$ cat config.mk
export PLATFORM = sky130hd
export DESIGN_NAME = note_hit_judge
export DESIGN_NICKNAME = d
export VERILOG_FILES = /design/src/rtl/taiko_pkg.sv /design/src/rtl/rising_edge_detect.sv /design/src/rtl/note_hit_judge.sv
export SDC_FILE = /design/constraint.sdc
export NUM_CORES = 1
export LEC_CHECK = 0
export CELL_PAD_IN_SITES_DETAIL_PLACEMENT = 1
export CELL_PAD_IN_SITES_GLOBAL_PLACEMENT = 1
export CORE_MARGIN = 2
export CORE_UTILIZATION = 45
export DETAILED_ROUTE_END_ITERATION = 12
export GPL_ROUTABILITY_DRIVEN = 0
export PLACE_DENSITY = 0.8
export RECOVER_POWER = 100
export SYNTH_ARGS = -nofsm -noshare
export SYNTH_HDL_FRONTEND = slang
export SYNTH_HIERARCHICAL = 1
export SYNTH_SLANG_ARGS = --single-unit
$ cat constraint.sdc
create_clock -name clock -period 4 [get_ports clock]
set_input_delay 0.8 -clock clock [delete_from_list [all_inputs] [get_ports clock]]
set_output_delay 0.8 -clock clock [all_outputs]
set_load 0.05 [all_outputs]
$ cat src/rtl/taiko_pkg.sv
`default_nettype none
// ============================================================================
// Module      : taiko_pkg
// Description : Shared types and constants for the drum-lane judging logic.
//               - judge_state_t : IDLE / WINDOW / AWARD2 state encoding
//               - NOTE_DON / NOTE_KA : note-type codes
//               - COMBO_W / COMBO_MAX : combo counter width and saturation
// Revision    : 1.0 - initial release
// ============================================================================
package taiko_pkg;

    typedef enum logic [1:0] {
        ST_IDLE   = 2'd0,
        ST_WINDOW = 2'd1,
        ST_AWARD2 = 2'd2
    } judge_state_t;

    localparam logic NOTE_DON = 1'b0;
    localparam logic NOTE_KA  = 1'b1;

    localparam int               COMBO_W   = 8;
    localparam logic [COMBO_W-1:0] COMBO_MAX = 8'd255;

    // Increment that sticks at COMBO_MAX instead of wrapping.
    function automatic logic [COMBO_W-1:0] combo_bump(input logic [COMBO_W-1:0] c);
        return (c == COMBO_MAX) ? c : c + COMBO_W'(1);
    endfunction

endpackage : taiko_pkg
`default_nettype wire

$ cat src/rtl/rising_edge_detect.sv
`default_nettype none
// ============================================================================
// Module      : rising_edge_detect
// Description : One-cycle pulse on a 0->1 transition of a synchronised level.
//               Ports: clock, reset (sync, active-high), level (in),
//                      pulse (out, combinational from level and history).
// Revision    : 1.0 - initial release
// ============================================================================
module rising_edge_detect (
    input  logic clock,
    input  logic reset,
    input  logic level,
    output logic pulse
);

    logic r_prev_q;

    always_ff @(posedge clock) begin
        if (reset) begin
            r_prev_q <= 1'b0;
        end else begin
            r_prev_q <= level;
        end
    end

    // A held level matches its history and so never re-triggers.
    assign pulse = level & ~r_prev_q;

endmodule : rising_edge_detect
`default_nettype wire

$ cat src/rtl/note_hit_judge.sv
`default_nettype none
// ============================================================================
// Module      : note_hit_judge
// Description : Judges drum presses against arriving notes for one lane and
//               emits registered score / hit strobes plus a combo count.
//               Inputs : clock, reset, game_active, note_arrive, note_type,
//                        drum_don, drum_ka
//               Outputs: score_inc, hit_great, hit_good, hit_miss, combo[7:0]
// Revision    : 1.0 - initial release
// ============================================================================
module note_hit_judge
    import taiko_pkg::*;
#(
    parameter int WINDOW_CYCLES = 2_500_000,
    parameter int GREAT_CYCLES  = 1_000_000
) (
    input  logic               clock,
    input  logic               reset,
    input  logic               game_active,
    input  logic               note_arrive,
    input  logic               note_type,
    input  logic               drum_don,
    input  logic               drum_ka,
    output logic               score_inc,
    output logic               hit_great,
    output logic               hit_good,
    output logic               hit_miss,
    output logic [COMBO_W-1:0] combo
);

    localparam int                  TIMER_W = $clog2(WINDOW_CYCLES);
    localparam logic [TIMER_W-1:0]  GREAT_T = TIMER_W'(GREAT_CYCLES);
    localparam logic [TIMER_W-1:0]  LAST_T  = TIMER_W'(WINDOW_CYCLES - 1);

    logic w_don_press;
    logic w_ka_press;

    rising_edge_detect u_edge_don (
        .clock (clock),
        .reset (reset),
        .level (drum_don),
        .pulse (w_don_press)
    );

    rising_edge_detect u_edge_ka (
        .clock (clock),
        .reset (reset),
        .level (drum_ka),
        .pulse (w_ka_press)
    );

    judge_state_t         r_state_q, w_state_d;
    logic [TIMER_W-1:0]   r_timer_q, w_timer_d;
    logic                 r_type_q,  w_type_d;
    logic [COMBO_W-1:0]   r_combo_q, w_combo_d;
    logic                 r_inc_q,   w_inc_d;
    logic                 r_great_q, w_great_d;
    logic                 r_good_q,  w_good_d;
    logic                 r_miss_q,  w_miss_d;
    logic                 w_match;

    always_comb begin
        w_state_d = r_state_q;
        w_timer_d = r_timer_q;
        w_type_d  = r_type_q;
        w_inc_d   = 1'b0;
        w_great_d = 1'b0;
        w_good_d  = 1'b0;
        w_miss_d  = 1'b0;

        // Exactly one pad edged and it is the pad the latched note asks for.
        w_match = (w_don_press ^ w_ka_press) &&
                  ((r_type_q == NOTE_DON) ? w_don_press : w_ka_press);

        if (!game_active) begin
            // Abandon silently; no miss for a window cut short by the game.
            w_state_d = ST_IDLE;
            w_timer_d = '0;
        end else begin
            case (r_state_q)
                ST_IDLE: begin
                    if (note_arrive) begin
                        w_state_d = ST_WINDOW;
                        w_timer_d = '0;
                        w_type_d  = note_type;
                    end
                end

                ST_WINDOW: begin
                    if (w_match && (r_timer_q < GREAT_T)) begin
                        w_inc_d   = 1'b1;
                        w_great_d = 1'b1;
                        w_state_d = ST_AWARD2;
                    end else if (w_match) begin
                        w_inc_d   = 1'b1;
                        w_good_d  = 1'b1;
                        w_state_d = ST_IDLE;
                    end else if (w_don_press || w_ka_press) begin
                        w_miss_d  = 1'b1;
                        w_state_d = ST_IDLE;
                    end else if (r_timer_q == LAST_T) begin
                        w_miss_d  = 1'b1;
                        w_state_d = ST_IDLE;
                    end else begin
                        w_timer_d = r_timer_q + TIMER_W'(1);
                    end

                    // A new note supersedes the current one; an unjudged note
                    // is scored as a miss on its way out.
                    if (note_arrive) begin
                        if (!(w_great_d || w_good_d || w_miss_d)) begin
                            w_miss_d = 1'b1;
                        end
                        w_state_d = ST_WINDOW;
                        w_timer_d = '0;
                        w_type_d  = note_type;
                    end
                end

                ST_AWARD2: begin
                    w_inc_d   = 1'b1;
                    w_state_d = ST_IDLE;
                    if (note_arrive) begin
                        w_state_d = ST_WINDOW;
                        w_timer_d = '0;
                        w_type_d  = note_type;
                    end
                end

                default: begin
                    w_state_d = ST_IDLE;
                    w_timer_d = '0;
                end
            endcase
        end

        if (w_miss_d) begin
            w_combo_d = '0;
        end else if (w_great_d || w_good_d) begin
            w_combo_d = combo_bump(r_combo_q);
        end else begin
            w_combo_d = r_combo_q;
        end
    end

    always_ff @(posedge clock) begin
        if (reset) begin
            r_state_q <= ST_IDLE;
            r_timer_q <= '0;
            r_type_q  <= NOTE_DON;
            r_combo_q <= '0;
            r_inc_q   <= 1'b0;
            r_great_q <= 1'b0;
            r_good_q  <= 1'b0;
            r_miss_q  <= 1'b0;
        end else begin
            r_state_q <= w_state_d;
            r_timer_q <= w_timer_d;
            r_type_q  <= w_type_d;
            r_combo_q <= w_combo_d;
            r_inc_q   <= w_inc_d;
            r_great_q <= w_great_d;
            r_good_q  <= w_good_d;
            r_miss_q  <= w_miss_d;
        end
    end

    assign score_inc = r_inc_q;
    assign hit_great = r_great_q;
    assign hit_good  = r_good_q;
    assign hit_miss  = r_miss_q;
    assign combo     = r_combo_q;

endmodule : note_hit_judge
`default_nettype wire

==> flow_metrics.env <==
export IMPL_synthFlopType="dfxtp_1"
export IMPL_synth_cell_types=51
export IMPL_post_cts_setup_buffers=0
export IMPL_nets=271
export IMPL_yosys_top_cells_area="dfxtp_1 (36%), nor2_1 (5.4%), ha_1 (5.3%)"
export IMPL_cts_buffers=5
export IMPL_start_util=0.4601
export IMPL_cp_data_required_time_ns=4.17
export IMPL_r2r_slack_ns=1.31
export IMPL_avgSynthCellArea_um2=9.087
export IMPL_worst_pin_slew_ns=1.085
export IMPL_drv_cap=0
export IMPL_routed_via_count=1760
export IMPL_pwr_share_clk=0.403
export IMPL_drt_pass1_iterations=4
export IMPL_clk_latency_ns=0.30
export IMPL_slew_violations=0
export IMPL_cts_sinks=39
export IMPL_synthCells=236
export IMPL_synth_top_area_frac=0.3641
export IMPL_cts_clk_slew_worst_paths_ns=0.07
export IMPL_path_cells="dlygate4sd3_1, nor2b_1, inv_1, ha_1, nand2_1, a311oi_1, nand4_1, xor2_1, nor2_1"
export IMPL_ys_warn_count=6
export IMPL_status="finished, final reports clean"
export IMPL_hold_viol_final=0
export IMPL_async_flop_share=0
export IMPL_portBuffers=18
export IMPL_hp_class="register to register"
export IMPL_grt_pass1_vias=1816
export IMPL_core_area_um2=4661
export IMPL_ioPinCount=19
export IMPL_worst_setup_path_start_kind="primary input"
export IMPL_areaGrowthSynthToFinish_pct=9.860
export IMPL_place_hpwl_mm=3.705
export IMPL_htreeDepth=2
export IMPL_cts_hold_buffers=0
export IMPL_critPathCaptureType="register"
export IMPL_critical_path_max_stage_delay_ns=0.87
export IMPL_diodes=0
export IMPL_clock_root_buffer="clkbuf_8"
export IMPL_post_route_period_util=0.8125
export IMPL_critPathKind="primary input to register"
export IMPL_pwr_density_cell_nw_per_um2=314.4
export IMPL_rr_worst_depth=7
export IMPL_syn_num_nets=252
export IMPL_dr_first_iter_drc_count=53
export IMPL_yosysSeqAreaShare=0.3641
export IMPL_grt_max_degree=18
export IMPL_seqCellArea_um2=780.7
export IMPL_dieArea_um2=5334
export IMPL_wirelength_mm=5.014
export IMPL_fp_dieH_um=73.04
export IMPL_rows=25
export IMPL_hold_slack_ns=0.4919
export IMPL_ant_nets=0
export IMPL_seqPwrFrac=0.530
export IMPL_wl_per_cell_um=16.17
export IMPL_cp_num_cells=9
export IMPL_drc=0
export IMPL_ir_worst_vdd_uv=132.9
export IMPL_fill_cells=561
export IMPL_path_buf_inv=2
export IMPL_layout_drive_gt1_share=0.08203
export IMPL_p_comb_frac=0.067
export IMPL_p_leak_nw=0.8944
export IMPL_fin_worst_skew_ns=0.004028
export IMPL_slew_headroom=0.2714
export IMPL_intPower_mw=0.5670
export IMPL_grt_total_usage=0.2062
export IMPL_r2r_start="r_timer_q[0]$_SDFFE_PP0P_"
export IMPL_fmax_mhz=307.7
export IMPL_clockBufferDepth=2
export IMPL_rsz0062_at_grt="false"
export IMPL_grt_pass1_wl_mm=8.535
export IMPL_critPathSlowestCell="a311oi_1"
export IMPL_vias_per_cell=5.677
export IMPL_swShare=0.2346
export IMPL_crit_end="combo[3]$_SDFFE_PP0P_"
export IMPL_critPathLaunch="drum_don"
export IMPL_power_switching_mw=0.1738
export IMPL_multi_input_area_um2=1186
export IMPL_antenna_found_initial=0
export IMPL_worstPathMaxFanout=8
export IMPL_min_period_ns=3.250
export IMPL_r2r_end="r_timer_q[6]$_SDFFE_PP0P_"
export IMPL_ctsResizeCount=0
export IMPL_cts_tree="built"
export IMPL_synth_seq_cells=39
export IMPL_grt_overflow=0
export IMPL_synth_top_cell_by_area="dfxtp_1"
export IMPL_total_power_mw=0.7408
export IMPL_crit_family="compound AO/OA/AOI/OAI gates"
export IMPL_critPathArrivalTime_ns=3.42
export IMPL_setup_tns_ns=0
export IMPL_die_w_um=73.04
export IMPL_synth_area_um2=2145
export IMPL_finalSetupViolations=0
export IMPL_synth_edf_count=0
-- through the flow --
stage	worst slack, ns	utilization	area [um2]	instances
2_1_floorplan	1.552	-	2145	236
3_3_place_gp	0.8162	0.5052	2355	302
3_5_place_dp	0.7101	0.5052	2355	302
4_1_cts	1.009	0.5267	2455	310
5_1_grt	0.4648	0.5055	2356	310
6_report	0.7500	0.5055	2356	310
-- worst min-delay path, delay by kind of cell, from the launching register on --
family / cells / cell delay [ns]
AOI/OAI and AO/OA: 1 / 0.06
DFF: 1 / 0.33
and+or+nand+nor: 1 / 0.06
-- Yosys cell counts, types with 3 or more instances --
master    number
dfxtp_1       39
nor2_1        31
nand2_1       19
a21oi_1       13
nand3_1       12
xnor2_1       12
nand4_1       11
ha_1           9
inv_1          9
xor2_1         6
mux2i_1        5
nand2b_1       5
and2_1         4
and3_1         4
nor2b_4        4
nor3_1         4
a21o_1         3
a31o_2         3
-- kinds of logic after synthesis --
group	count (synthesis)	share of synthesized area
fa+ha+maj	9	0.05251
flops	39	0.3641
compound gates	40	0.1680
buf+inv	16	0.03675
xor+xnor	18	0.07351
simple gates	108	0.2765
mux	6	0.02859
-- power groups by stage --
stage | sequential, mW | clock, mW | combinational [mW]
CTS | 0.393 | 0.308 | 0.0556
global placement | 0.402 | 0 | 0.0537
finish | 0.393 | 0.299 | 0.0496
detailed placement | 0.402 | 0 | 0.0553
global route | 0.393 | 0.318 | 0.0554
floorplan | 0.403 | 0 | 0.0369
-- placed cells by master, fill, tap and decap left out, drive strengths merged, types with 2 or more instances in the layout --
master / n
dfxtp: 39
nor2: 31
nand2: 19
a21oi: 15
dlygate4sd3: 15
nand3: 13
xnor2: 12
nand4: 11
inv: 9
ha: 9
clkbuf: 8
xor2: 6
and3: 6
nand2b: 5
mux2i: 5
and2: 4
nor3: 4
nor2b: 4
a211oi: 3
a31o: 3
a21o: 3
clkdlybuf4s50: 3
and4: 3
o21ai: 3
nor4: 2
a21boi: 2
a311oi: 2
a31oi: 2
-- how the worst min path moves through the flow --
stage	depth (start not counted)	startpoint	slack (ns)	end
5_1_grt	2	r_timer_q[1]$_SDFFE_PP0P_	0.54	r_timer_q[1]$_SDFFE_PP0P_
3_5_place_dp	2	r_timer_q[1]$_SDFFE_PP0P_	0.49	r_timer_q[1]$_SDFFE_PP0P_
2_1_floorplan	2	r_timer_q[1]$_SDFFE_PP0P_	0.45	r_timer_q[1]$_SDFFE_PP0P_
4_1_cts	2	r_timer_q[1]$_SDFFE_PP0P_	0.50	r_timer_q[1]$_SDFFE_PP0P_
6_report	2	r_timer_q[1]$_SDFFE_PP0P_	0.49	r_timer_q[1]$_SDFFE_PP0P_
3_3_place_gp	2	r_timer_q[1]$_SDFFE_PP0P_	0.47	r_timer_q[1]$_SDFFE_PP0P_
-- layout make-up --
class / count / area share
Inverter: 9 / 0.01434
Timing Repair Buffer: 19 / 0.07966
Tap cell: 54 / 0.02868
Clock buffer: 8 / 0.04249
Multi-Input combinational cell: 181 / 0.5035
Sequential cell: 39 / 0.3314
-- registers in the layout (all words and copies together) (netlist names) --
register	count
r_state_q	2
u_edge_ka/r_prev_q	1
r_type_q	1
u_edge_don/r_prev_q	1
r_timer_q	22
combo	8
hit_great	1
hit_good	1
hit_miss	1
score_inc	1
-- per-layer routing --
layer / GRT usage / vias to the layer above / part of all wire
li1: - / 874 / -
met1: 0.2477 / 853 / 0.45
met2: 0.3594 / 22 / 0.51
met3: 0.03453 / 11 / 0.024
met4: 0.08848 / 0 / 0.021
met5: 0 / - / 0
Power figures use the tool's default switching activity.
==> patch (same flow settings) <==
The package constant `COMBO_W` goes from 8 to 12.
--- a/src/rtl/taiko_pkg.sv
+++ b/src/rtl/taiko_pkg.sv
@@ -19,5 +19,5 @@
     localparam logic NOTE_KA  = 1'b1;
 
-    localparam int               COMBO_W   = 8;
+    localparam int               COMBO_W   = 12;
     localparam logic [COMBO_W-1:0] COMBO_MAX = 8'd255;
 
Interface: changed (resized combo); port bits go from 19 to 23. No check against the original RTL was run, so the function may have changed too.
==> patch against the original RTL <==
- sequential cell count grew 4
- setup slack lost 0.061 ns
- routed wire length grew 18%
- final area grew 16%
- area after synthesis grew 10%
- clock skew grew 0.0073 ns
- power grew 14%
- largest cell class unchanged
- fmax shrank 1.8%
- synthesized cell count grew 13%
- hold slack gained 0.021 ns
- first-iteration DRC count grew 81%
- sequential power grew 9.9%
==> patch: results (changes against the original RTL) <==
| Metric | Value |
|---|---|
| Largest net degree at the start of global routing | `40 (was 18)` |
| Fraction of the mapped netlist area in adder cells | `4.76% (was 5.25%)` |
| Total Wirelength | `5910 µm (was 5010 µm)` |
| Proportion of layout cells with a drive suffix above 1 | `7.93% (was 8.20%)` |
| IO Port Bufs | `22 (was 18)` |
| Xor/xnor share of the synthesized area | `3.70% (was 7.35%)` |
| # resized after CTS | `0 (unchanged)` |
| DRT Pass-1 Iters | `4 (unchanged)` |
| Clock slew at reported path FFs | `0.08 ns` |
| Worst slew pin tran | `0.538 ns (was 1.09 ns)` |
| Initial antenna violation count | `0 (unchanged)` |
| Register area share after synthesis | `36.4% (about the same)` |
| Diodes inserted | `0 (unchanged)` |
| Place WS | `0.617 ns (was 0.710 ns)` |
| Nets | `305 (was 271)` |
| Hold Path Class | `reg2reg (unchanged)` |
| Vias | `2101 (was 1760)` |
| Max FFs per register | `22 (unchanged)` |
| Worst Path Max Fanout | `39 (was 8)` |
| Outcome | `finished clean (unchanged)` |
| Worst IR Drop VDD | `0.000239 V (was 0.000133 V)` |
| Final Skew | `0.0113 ns (was 0.00403 ns)` |
| Mapped Nets | `283 (was 252)` |
| First-pass GRT wire length | `10100 µm (was 8540 µm)` |
| Post-CTS Setup Inserts | `0 (unchanged)` |
| Post-synth cell types | `47 (was 51)` |
| Max incr delay on CP | `0.56 ns (was 0.87 ns)` |
| CTS Buf Count | `5 (unchanged)` |
| Synth top area cells | `dfxtp_1 36%, ha_1 4.8%, or4_1 4.8% (was dfxtp_1 36%, nor2_1 5.4%, ha_1 5.3%)` |
| Fill count | `631 (was 561)` |
| Post-DP HPWL | `4100 µm (was 3710 µm)` |
| Synth Area in Compound Gates | `12.6% (was 16.8%)` |
| Switch share | `22.8% (was 23.5%)` |
| CTS HTree Levels | `2 (unchanged)` |
| Global-route usage over all layers | `21.0% (was 20.6%)` |
| Worst-skew pair later-pin latency | `0.30 ns (about the same)` |
| Worst EP arrival | `3.54 ns (was 3.42 ns)` |
| Commonest cells in the netlist | `43 x dfxtp_1, 26 x nand2_1, 20 x a21oi_1, 15 x or4_1, 14 x nor2_1 (was 39 x dfxtp_1, 31 x nor2_1, 19 x nand2_1, 13 x a21oi_1)` |
| Leak | `0.954 nW (was 0.894 nW)` |
| Crit-path slowest cell | `dlygate4sd3_1 (was a311oi_1)` |
| Post-synthesis mux area share | `3.17% (was 2.86%)` |
| 1st-iter DRT viols | `96 (was 53)` |
| Root Buffer Master | `clkbuf_8 (unchanged)` |
-- patch: worst max-delay path, delay by kind of cell --
kind	cells	cell delay, ns
compound gates	3	0.52
fa+ha+maj	1	0.36
buf+inv	3	0.90
simple gates	3	0.95
-- patch: power groups by stage --
stage	logic, mW	clock network, mW	registers [mW]
after floorplan	0.0378	0	0.443
after global placement	0.0551	0	0.442
after detailed placement	0.0563	0	0.442
after CTS	0.0576	0.368	0.432
after global routing	0.0607	0.381	0.432
final	0.0554	0.358	0.432
-- patch: worst paths after layout --
path	slack, ns	to	start	cells past startpoint
max	0.69	r_timer_q[21]	drum_don	10
min	0.51	combo[11]	combo[11]	2
max reg2reg	1.48	r_timer_q[21]	u_edge_don/r_prev_q	9
min reg2reg	0.51	combo[11]	combo[11]	2
-- patch: through the flow --
stage | power (mW) | cells | instance area, µm²
6_report | 0.845 | 360 | 2730
5_1_grt | 0.874 | 360 | 2730
4_1_cts | 0.857 | 360 | 2750
3_5_place_dp | 0.499 | 352 | 2630
3_3_place_gp | 0.497 | 352 | 2630
2_1_floorplan | 0.481 | 267 | 2360
-- patch: final cells by class --
class	count	area, µm²	area share, %
flip-flops and latches	43	861	31.5
repair buffers	25	239	8.74
inverters	6	22.5	0.824
clock inverters	2	35.0	1.28
clock buffers	6	82.6	3.02
well taps	70	87.6	3.20
multi-input cells	208	1410	51.4
-- patch: metal layers --
layer / global-route usage (%) / wire (µm) / vias up
li1: - / - / 1036
met1: 27.4 / 2840 / 1023
met4: 7.09 / 49 / 0
met5: 0 / 0 / -
met3: 4.38 / 171 / 7
met2: 34.3 / 2850 / 35
-- patch: cell families (layout without fill, tap and decap cells) --
group / Yosys count / count (layout)
and+or+nand+nor: 135 / 135
AOI/OAI and AO/OA: 47 / 47
DFF: 43 / 43
buffers and inverters: 16 / 39
xor gates and xnor gates: 10 / 10
adders and majority gates: 9 / 9
muxes: 7 / 7
